## config.mk

```make
export PLATFORM = sky130hd
export DESIGN_NAME = mole_picker_flat
export DESIGN_NICKNAME = d
export VERILOG_FILES = /design/src/rtl/mole_picker_if.sv /design/src/rtl/mole_picker.sv /design/src/flat_wrapper.sv
export SDC_FILE = /design/constraint.sdc
export NUM_CORES = 1
export LEC_CHECK = 0
export BUFFER_PORTS_ARGS = -buffer_cell sky130_fd_sc_hd__buf_2
export CAP_MARGIN = 20
export CORE_MARGIN = 5
export CORE_UTILIZATION = 55
export CTS_CLUSTER_DIAMETER = 120
export DETAILED_ROUTE_END_ITERATION = 8
export GPL_TIMING_DRIVEN = 0
export HOLD_SLACK_MARGIN = 0.03
export PLACE_DENSITY = 0.86
export SYNTH_ARGS = -nofsm -noshare
export SYNTH_HDL_FRONTEND = slang
export SYNTH_SLANG_ARGS = --single-unit
export TNS_END_PERCENT = 5
```

## constraint.sdc

```tcl
create_clock -name clock -period 5.5 [get_ports clock]
set_input_delay 1.65 -clock clock [delete_from_list [all_inputs] [get_ports clock]]
set_output_delay 1.65 -clock clock [all_outputs]
set_load 0.01 [all_outputs]
```

## src/rtl/mole_picker_if.sv

```systemverilog
// Request/response bundle between the mole picker and its requester/random source.
interface mole_picker_if;
  logic [7:0] rand_data;
  logic [3:0] num_moles;
  logic       req;
  logic       busy;
  logic       mole_valid;
  logic [3:0] mole_idx;
  logic       fallback;

  modport slave (
    input  rand_data, num_moles, req,
    output busy, mole_valid, mole_idx, fallback
  );

  modport master (
    output rand_data, num_moles, req,
    input  busy, mole_valid, mole_idx, fallback
  );
endinterface

```

## src/rtl/mole_picker.sv

```systemverilog
// Picks a random mole index in 0..N-1 that differs from the previous pick,
// retrying on rejected bytes and falling back to last_idx+1 after MAX_RETRIES rejects.
module mole_picker #(
  parameter int unsigned MAX_RETRIES = 7
) (
  input  logic          clock,
  input  logic          resetn,
  mole_picker_if.slave  bus
);

  localparam int unsigned RETRY_W = $clog2(MAX_RETRIES + 1);
  localparam logic [RETRY_W-1:0] RETRY_LAST = RETRY_W'(MAX_RETRIES - 1);

  typedef enum logic [1:0] {
    IDLE   = 2'd0,
    SAMPLE = 2'd1,
    DONE   = 2'd2
  } state_e;

  state_e             state_q, state_d;
  logic [3:0]         n_q, n_d;
  logic [3:0]         last_q, last_d;
  logic [3:0]         idx_q, idx_d;
  logic [RETRY_W-1:0] retry_q, retry_d;
  logic               fb_q, fb_d;
  logic               busy_q, busy_d;
  logic               valid_q, valid_d;

  logic [3:0] cand_c;
  logic       accept_c;
  logic [4:0] fb_sum_c;
  logic [3:0] fb_idx_c;
  logic       unused_rand_hi;

  assign cand_c         = bus.rand_data[3:0];
  assign unused_rand_hi = ^bus.rand_data[7:4];

  // With a single mole there is nothing to avoid repeating.
  assign accept_c = (cand_c < n_q) && ((n_q == 4'd1) || (cand_c != last_q));
  assign fb_sum_c = 5'(last_q) + 5'd1;
  assign fb_idx_c = (5'(last_q) >= (5'(n_q) - 5'd1)) ? 4'd0 : fb_sum_c[3:0];

  always_comb begin
    state_d = state_q;
    n_d     = n_q;
    last_d  = last_q;
    idx_d   = idx_q;
    retry_d = retry_q;
    fb_d    = fb_q;

    case (state_q)
      IDLE: begin
        if (bus.req) begin
          n_d     = (bus.num_moles == 4'd0) ? 4'd1 : bus.num_moles;
          retry_d = '0;
          state_d = SAMPLE;
        end
      end
      SAMPLE: begin
        if (accept_c) begin
          idx_d   = cand_c;
          fb_d    = 1'b0;
          state_d = DONE;
        end else if (retry_q >= RETRY_LAST) begin
          idx_d   = fb_idx_c;
          fb_d    = 1'b1;
          state_d = DONE;
        end else begin
          retry_d = retry_q + RETRY_W'(1);
        end
      end
      DONE: begin
        last_d  = idx_q;
        state_d = IDLE;
      end
      default: state_d = IDLE;
    endcase

    busy_d  = (state_d != IDLE);
    valid_d = (state_d == DONE);
  end

  always_ff @(posedge clock) begin
    if (!resetn) begin
      state_q <= IDLE;
      n_q     <= 4'd1;
      last_q  <= 4'd0;
      idx_q   <= 4'd0;
      retry_q <= '0;
      fb_q    <= 1'b0;
      busy_q  <= 1'b0;
      valid_q <= 1'b0;
    end else begin
      state_q <= state_d;
      n_q     <= n_d;
      last_q  <= last_d;
      idx_q   <= idx_d;
      retry_q <= retry_d;
      fb_q    <= fb_d;
      busy_q  <= busy_d;
      valid_q <= valid_d;
    end
  end

  assign bus.busy       = busy_q;
  assign bus.mole_valid = valid_q;
  assign bus.mole_idx   = idx_q;
  assign bus.fallback   = fb_q;

endmodule

```

## src/flat_wrapper.sv

```systemverilog
// flat-port wrapper written by rule: the top's interface ports become plain ports
module mole_picker_flat 
#(
  parameter int unsigned MAX_RETRIES = 7
)
  (clock, resetn, bus_rand_data, bus_num_moles, bus_req, bus_busy, bus_mole_valid, bus_mole_idx, bus_fallback);
  mole_picker_if bus_i ();
  input  logic clock;
  input  logic resetn;
  input wire logic [$bits(bus_i.rand_data)-1:0] bus_rand_data;
  input wire logic [$bits(bus_i.num_moles)-1:0] bus_num_moles;
  input wire logic [$bits(bus_i.req)-1:0] bus_req;
  output wire logic [$bits(bus_i.busy)-1:0] bus_busy;
  output wire logic [$bits(bus_i.mole_valid)-1:0] bus_mole_valid;
  output wire logic [$bits(bus_i.mole_idx)-1:0] bus_mole_idx;
  output wire logic [$bits(bus_i.fallback)-1:0] bus_fallback;
  assign bus_i.rand_data = bus_rand_data;
  assign bus_i.num_moles = bus_num_moles;
  assign bus_i.req = bus_req;
  assign bus_busy = bus_i.busy;
  assign bus_mole_valid = bus_i.mole_valid;
  assign bus_mole_idx = bus_i.mole_idx;
  assign bus_fallback = bus_i.fallback;
  mole_picker #(.MAX_RETRIES(MAX_RETRIES)) u_core (.clock(clock), .resetn(resetn), .bus(bus_i));
endmodule
```

==> metrics, run 1 <==
result of the run complete, no violations; clock tree from TritonCTS done; setup slack on the worst flop-to-flop path around 3400 ps; distinct cell type count after synthesis 33; aggregate global-route resource usage 16.78%; Die Footprint roughly 3200 µm²; final period utilization between 50% and 60%; length of the first detailed-routing pass in iterations 4; endpoint required time on the critical path 5700 ps; layout cell share with drive strength beyond 1 16.00%; Crit Path Class primary input to flop; cell count after synthesis about 130; worst clock skew roughly 4.8 ps; count of pins on the block boundary 22; antenna fix cells 0; fmax about 330 MHz; maximum number of pins on one net before global-route repair 12; power density over the cells 235.2 nW/µm²; worst hold path stage count 2; worst slack at placement 2153 ps; Main synth FF type dfxtp_1; top cells by area, synth dfxtp_1 (33%), ha_1 (11%), mux2i_1 (7.5%); global-route wire length before repair 4353 µm; hold path start u_core.retry_q[0]; Post-DP HPWL 2024 µm; vias in the first global route 1043; detailed-route via count roughly 990; post-CTS repair timing setup buffer count 0; register bit count reported by yosys 20; share of flip-flops with an asynchronous set or reset 0%; Overflow after GRT 0; later-pin clock latency in the skew report ~300 ps; portion of the post-synthesis area used by sequential elements 33.40%; proportion of netlist area held by the largest area contributor roughly a third; post-synthesis adder-cell area fraction between 10% and 20%; total number of H-tree levels 1; height of the die roughly 57 µm; clk sinks 20; number of failing hold endpoints at the final stage 0; combinational family with the most area after synthesis compound AO/OA/AOI/OAI gates; clock-pin slew reported for the worst setup and hold paths after clock tree synthesis ~110 ps; Yosys top cell by area dfxtp_1; clock tree buffer depth 2; hold-fix buffer count after cts 0; Synthesized Nets 155; mean number of vias per cell between 5 and 6; Register-to-Register Path Depth 9; Final setup violation count 0; multiplexer share of the synthesized area 7.516%; Worst-Margin Slew 419.7 ps; routed len/inst between 10 and 15 µm; FP Rows 17; mean area per synthesized cell around 9.3 µm²; post-layout worst setup margin about 2500 ps; width of the die between 50 and 60 µm; DRT Wirelength about 2500 µm; Critical R2R Launch u_core.n_q[0]; startpoint type of the worst setup path primary input; DRC viols 0; cell at the root of the clock tree clkbuf_4; CP Data Arrival Time between 3000 and 4000 ps; Post-Synthesis Cell Area ~1200 µm²; number of flops mapped to enable cells by yosys 0; placeable core area 2148 µm²; worst hold path endpoint u_core.retry_q[0]; weighted congestion reported at the end of routability-driven placement ~0.8; most common cell after layout, fill and taps aside dfxtp_1; Rel. slew slack between 70% and 80%; 1st-iter DRT viols 15; Synthesis Warnings 0; critical path endpoint category flop; fin nets around 180; antenna-violating nets left 0; starting density of the core between 50% and 60%; aggregate negative setup slack 0 ps; Area growth syn-to-layout 13.05%; Pins Over Slew Limit 0; RSZ-0062 raised after global routing no; Leakage Power between 0.5 and 0.6 nW; Final Critical Period just over 3000 ps; count of cells resized by post-cts repair 0; Critical Path Fanout Max 4; worst min-delay path class flop to flop; initial antenna violation count 0; fraction of the mapped netlist area in simple logic gates 17.85%; VDD IR-drop max 0.0001470 V; Synth Area in XOR/XNOR around 6%; Port Buffer Count 17; max cap viols 0; TritonCTS Buffers 3; post-synthesis compound-gate area fraction approximately 20%; Reg2Reg Capture Point u_core.bus.mole_idx[0]; most frequent cells in the layout dfxtp_1 (20), buf_2 (17), ha_1 (11)
==> cells by family (layout without fill, tap and decap cells) <==
logic type                 count (synthesis)  count (layout)
and+or+nand+nor                           41              41
adders and majority gates                 11              11
AOI/OAI and AO/OA                         30              30
buffers and inverters                     10              31
DFF                                       20              20
muxes                                      9               9
xor gates and xnor gates                   8               8
==> how the worst max path moves through the flow <==
stage                startpoint                     end  cells past startpoint
4_1_cts        bus_rand_data[1]  u_core.bus.mole_idx[1]                      6
3_5_place_dp   bus_rand_data[1]  u_core.bus.mole_idx[1]                      6
2_1_floorplan  bus_rand_data[1]  u_core.bus.mole_idx[0]                      5
5_1_grt        bus_rand_data[1]  u_core.bus.mole_idx[1]                      6
6_report       bus_rand_data[1]  u_core.bus.mole_idx[1]                      6
3_3_place_gp   bus_rand_data[1]  u_core.bus.mole_idx[1]                      6
==> synthesized netlist by cell type (all sizes together) (3+ instances only) <==
master / n
a21oi: 6
a22oi: 3
and2: 3
clkbuf: 3
dfxtp: 20
ha: 11
inv: 6
mux2i: 9
nand2: 8
nand2b: 7
nand3: 4
nor2: 6
nor2b: 8
o21ai: 5
or3: 3
xnor2: 3
xor2: 5
==> power by group <==
group	switching [W]	total [W]	internal [W]	leakage [nW]
sequential	0.00000691	0.000160	0.000153	0.163
clock	0.0000431	0.0000834	0.0000404	0.0210
combinational	0.0000418	0.0000757	0.0000339	0.415
==> metrics by stage <==
stage               std cells  total power (W)  util (%)  hold WS (ps)  cell area, µm²
detailed placement        174        0.0002386     61.39         497.0            1319
floorplan                 129        0.0002167         -         458.7            1199
finish                    178        0.0003187     63.08         501.5            1355
global route              178        0.0003387     63.08         527.1            1355
global placement          174        0.0002345     61.39         472.5            1319
CTS                       178        0.0003207     63.08         512.6            1355
==> sequential cells by signal, indices dropped and copies added, names as in the netlist <==
signal	cells
u_core.retry_q	3
u_core.bus.fallback	1
u_core.state_q	2
u_core.bus.busy	1
u_core.bus.mole_valid	1
u_core.bus.mole_idx	4
u_core.last_q	4
u_core.n_q	4
==> layer usage <==
layer	part of all wire, %	track usage, %
met5	0	0
met4	1.5	8.475
met3	2.6	2.989
met2	51	30.20
met1	45	18.53
==> critical path, stage by stage <==
cell and delay, ps:
buf_2 120, ha_1 280, a2111o_1 410, a22o_1 290, or3_1 330, o2111a_1 140
==> cell type report <==
class,instances,area (µm²)
Fill cell,191,793.3
Multi-Input combinational cell,99,753.2
Sequential cell,20,400.4
Timing Repair Buffer,17,85.08
Clock buffer,4,36.28
Tap cell,28,35.03
Buffer,4,22.52
Inverter,6,22.52
No activity file was read; power rests on OpenSTA's default activity.
==> run 2: changes to the inputs <==
--- a/config.mk
+++ b/config.mk
@@ -8,12 +8,12 @@
 export BUFFER_PORTS_ARGS = -buffer_cell sky130_fd_sc_hd__buf_2
 export CAP_MARGIN = 20
 export CORE_MARGIN = 5
-export CORE_UTILIZATION = 55
+export CORE_UTILIZATION = 54
 export CTS_CLUSTER_DIAMETER = 120
 export DETAILED_ROUTE_END_ITERATION = 8
 export GPL_TIMING_DRIVEN = 0
 export HOLD_SLACK_MARGIN = 0.03
-export PLACE_DENSITY = 0.86
+export PLACE_DENSITY = 0.85
 export SYNTH_ARGS = -nofsm -noshare
 export SYNTH_HDL_FRONTEND = slang
 export SYNTH_SLANG_ARGS = --single-unit
==> constraint.sdc (replaced) <==
create_clock -name clock -period 3 [get_ports clock]
set_input_delay 0.9 -clock clock [delete_from_list [all_inputs] [get_ports clock]]
set_output_delay 0.9 -clock clock [all_outputs]
set_load 0.01 [all_outputs]
==> run 2 against run 1 <==
  * Die area grew 1.5%
  * Clock skew shrank 3.0 ps
  * Non-clock buffer count is the same
  * Final cell count is the same
  * Wire length shrank 3.2%
  * Register-to-register slack lost 2500 ps
  * Critical path type unchanged
  * Critical endpoint is now u_core.bus.mole_idx[0]
  * Largest power group unchanged
  * Highest routed layer unchanged
==> metrics, run 2 (synthesized netlist as in run 1, its figures left out) <==
post-CTS repair timing setup buffer count 0; clock tree buffer depth 2; Pins Over Slew Limit 0; Worst-Margin Slew 412.4 ps; routed len/inst approximately 13 µm; global-route wire length before repair about 4300 µm; Post-DP HPWL roughly 1900 µm; Reg2Reg Capture Point u_core.bus.mole_idx[0]; Critical Path Fanout Max 4; mean number of vias per cell a little under 6; Final Critical Period roughly 2300 ps; switching share of total power about a quarter; Area growth syn-to-layout 14.41%; Die Footprint around 3300 µm²; post-layout worst setup margin ~750 ps; fmax 444.4 MHz; startpoint type of the worst setup path primary input; Critical R2R Launch u_core.n_q[0]; max cap viols 0; CP Data Arrival Time roughly 2500 ps; worst clock skew roughly 1.8 ps; RSZ-0062 raised after global routing no; later-pin clock latency in the skew report 300 ps; initial antenna violation count 0; count of cells resized by post-cts repair 0; count of pins on the block boundary 22; final design utilization around 63%; endpoint required time on the critical path between 3000 and 4000 ps; clock share of power about a third; Rel. slew slack ~73%; maximum number of pins on one net before global-route repair 13; layout cell share with drive strength beyond 1 16.00%; DRC viols 0; part of the total power dissipated in combinational logic around a fifth; Crit Path Class primary input to flop; hold-fix buffer count after cts 0; FP Rows 17; aggregate global-route resource usage 16.53%; Final setup violation count 0; critical path endpoint category flop; Overflow after GRT 0; number of failing hold endpoints at the final stage 0; most frequent cells in the layout dfxtp_1 (20), buf_2 (17), ha_1 (11); vias in the first global route ~1.0k; fill cell count 188; clock tree from TritonCTS done; final period utilization between 70% and 80%; most common cell after layout, fill and taps aside dfxtp_1; width of the die ~57 µm; worst slack at placement approximately 420 ps; setup slack on the worst flop-to-flop path 840 ps; height of the die between 50 and 60 µm; Leakage Power 0.6059 nW; Register-to-Register Path Depth 9; worst min-delay path class flop to flop; sequential fraction of design power 45.0%; weighted congestion reported at the end of routability-driven placement about 0.8; VDD IR-drop max 0.0003445 V; antenna fix cells 0; WHS between 500 and 600 ps; clk sinks 20; starting density of the core between 50% and 60%; cell at the root of the clock tree clkbuf_4; detailed-route via count 1029; TritonCTS Buffers 3; 1st-iter DRT viols 21; Port Buffer Count 17; fin nets about 180; placeable core area 2170 µm²; aggregate negative setup slack 0 ps; last element of the critical path u_core.bus.mole_idx[0]; startpoint of the worst setup timing path bus_rand_data[1]; total number of H-tree levels 1; DRT Wirelength between 2000 and 2500 µm; internal power component between 0.0004 and 0.0005 W; power density over the cells roughly 470 nW/µm²; switching component of the power 0.0001723 W; length of the first detailed-routing pass in iterations 4; clock-pin slew reported for the worst setup and hold paths after clock tree synthesis between 100 and 150 ps; antenna-violating nets left 0; result of the run complete, no violations
run 2: changes by cell type in the layout (fill, tap and decap cells not counted):
cell / previous run / this run
clkbuf_8: 1 / 0
bufinv_16: 0 / 1
run 2: metrics by stage:
step | area [µm²] | std cells | total power (W)
2_1_floorplan | 1199 | 129 | 0.0003972
3_3_place_gp | 1319 | 174 | 0.0004296
3_5_place_dp | 1319 | 174 | 0.0004365
4_1_cts | 1371 | 178 | 0.0006538
5_1_grt | 1371 | 178 | 0.0006888
6_report | 1371 | 178 | 0.0006498
run 2: worst min path at each step:
stage | startpoint | end | slack, ps | cells past startpoint
after floorplan | u_core.retry_q[0] | u_core.retry_q[0] | 460 | 2
after global placement | u_core.retry_q[0] | u_core.retry_q[0] | 480 | 2
after detailed placement | u_core.retry_q[2] | u_core.retry_q[2] | 500 | 2
after CTS | u_core.retry_q[2] | u_core.retry_q[2] | 510 | 2
after global routing | u_core.retry_q[2] | u_core.retry_q[2] | 550 | 2
final | u_core.retry_q[2] | u_core.retry_q[2] | 510 | 2
run 2: cell type report:
cell class              instances  area [µm²]  share of cell area, %
multi-input cells              99       753.2                  54.93
flip-flops and latches         20       400.4                  29.20
repair buffers                 17       85.08                  6.204
well taps                      28       35.03                  2.555
clock inverters                 1       30.03                  2.190
clock buffers                   3       22.52                  1.642
plain buffers                   4       22.52                  1.642
inverters                       6       22.52                  1.642
run 2: power groups by stage:
stage               Clock (W)  Sequential (W)  Combinational [W]
floorplan                   0        0.000299          0.0000984
global placement            0        0.000298           0.000132
detailed placement          0        0.000298           0.000138
CTS                  0.000222        0.000292           0.000139
global route         0.000237        0.000296           0.000156
finish               0.000218        0.000292           0.000139
run 2: worst max-delay path: stages:
cell and delay [ps]:
buf_2 120, ha_1 280, a2111o_1 410, a22o_1 280
or3_1 320, o2111a_1 130
run 2: routing by layer:
layer / global-route usage [%] / share of wire [%] / up-vias
met5: 0 / 0 / -
met4: 7.947 / 2.8 / 0
met3: 4.299 / 4.4 / 10
met2: 29.04 / 51 / 25
met1: 18.41 / 42 / 490
li1: - / - / 504
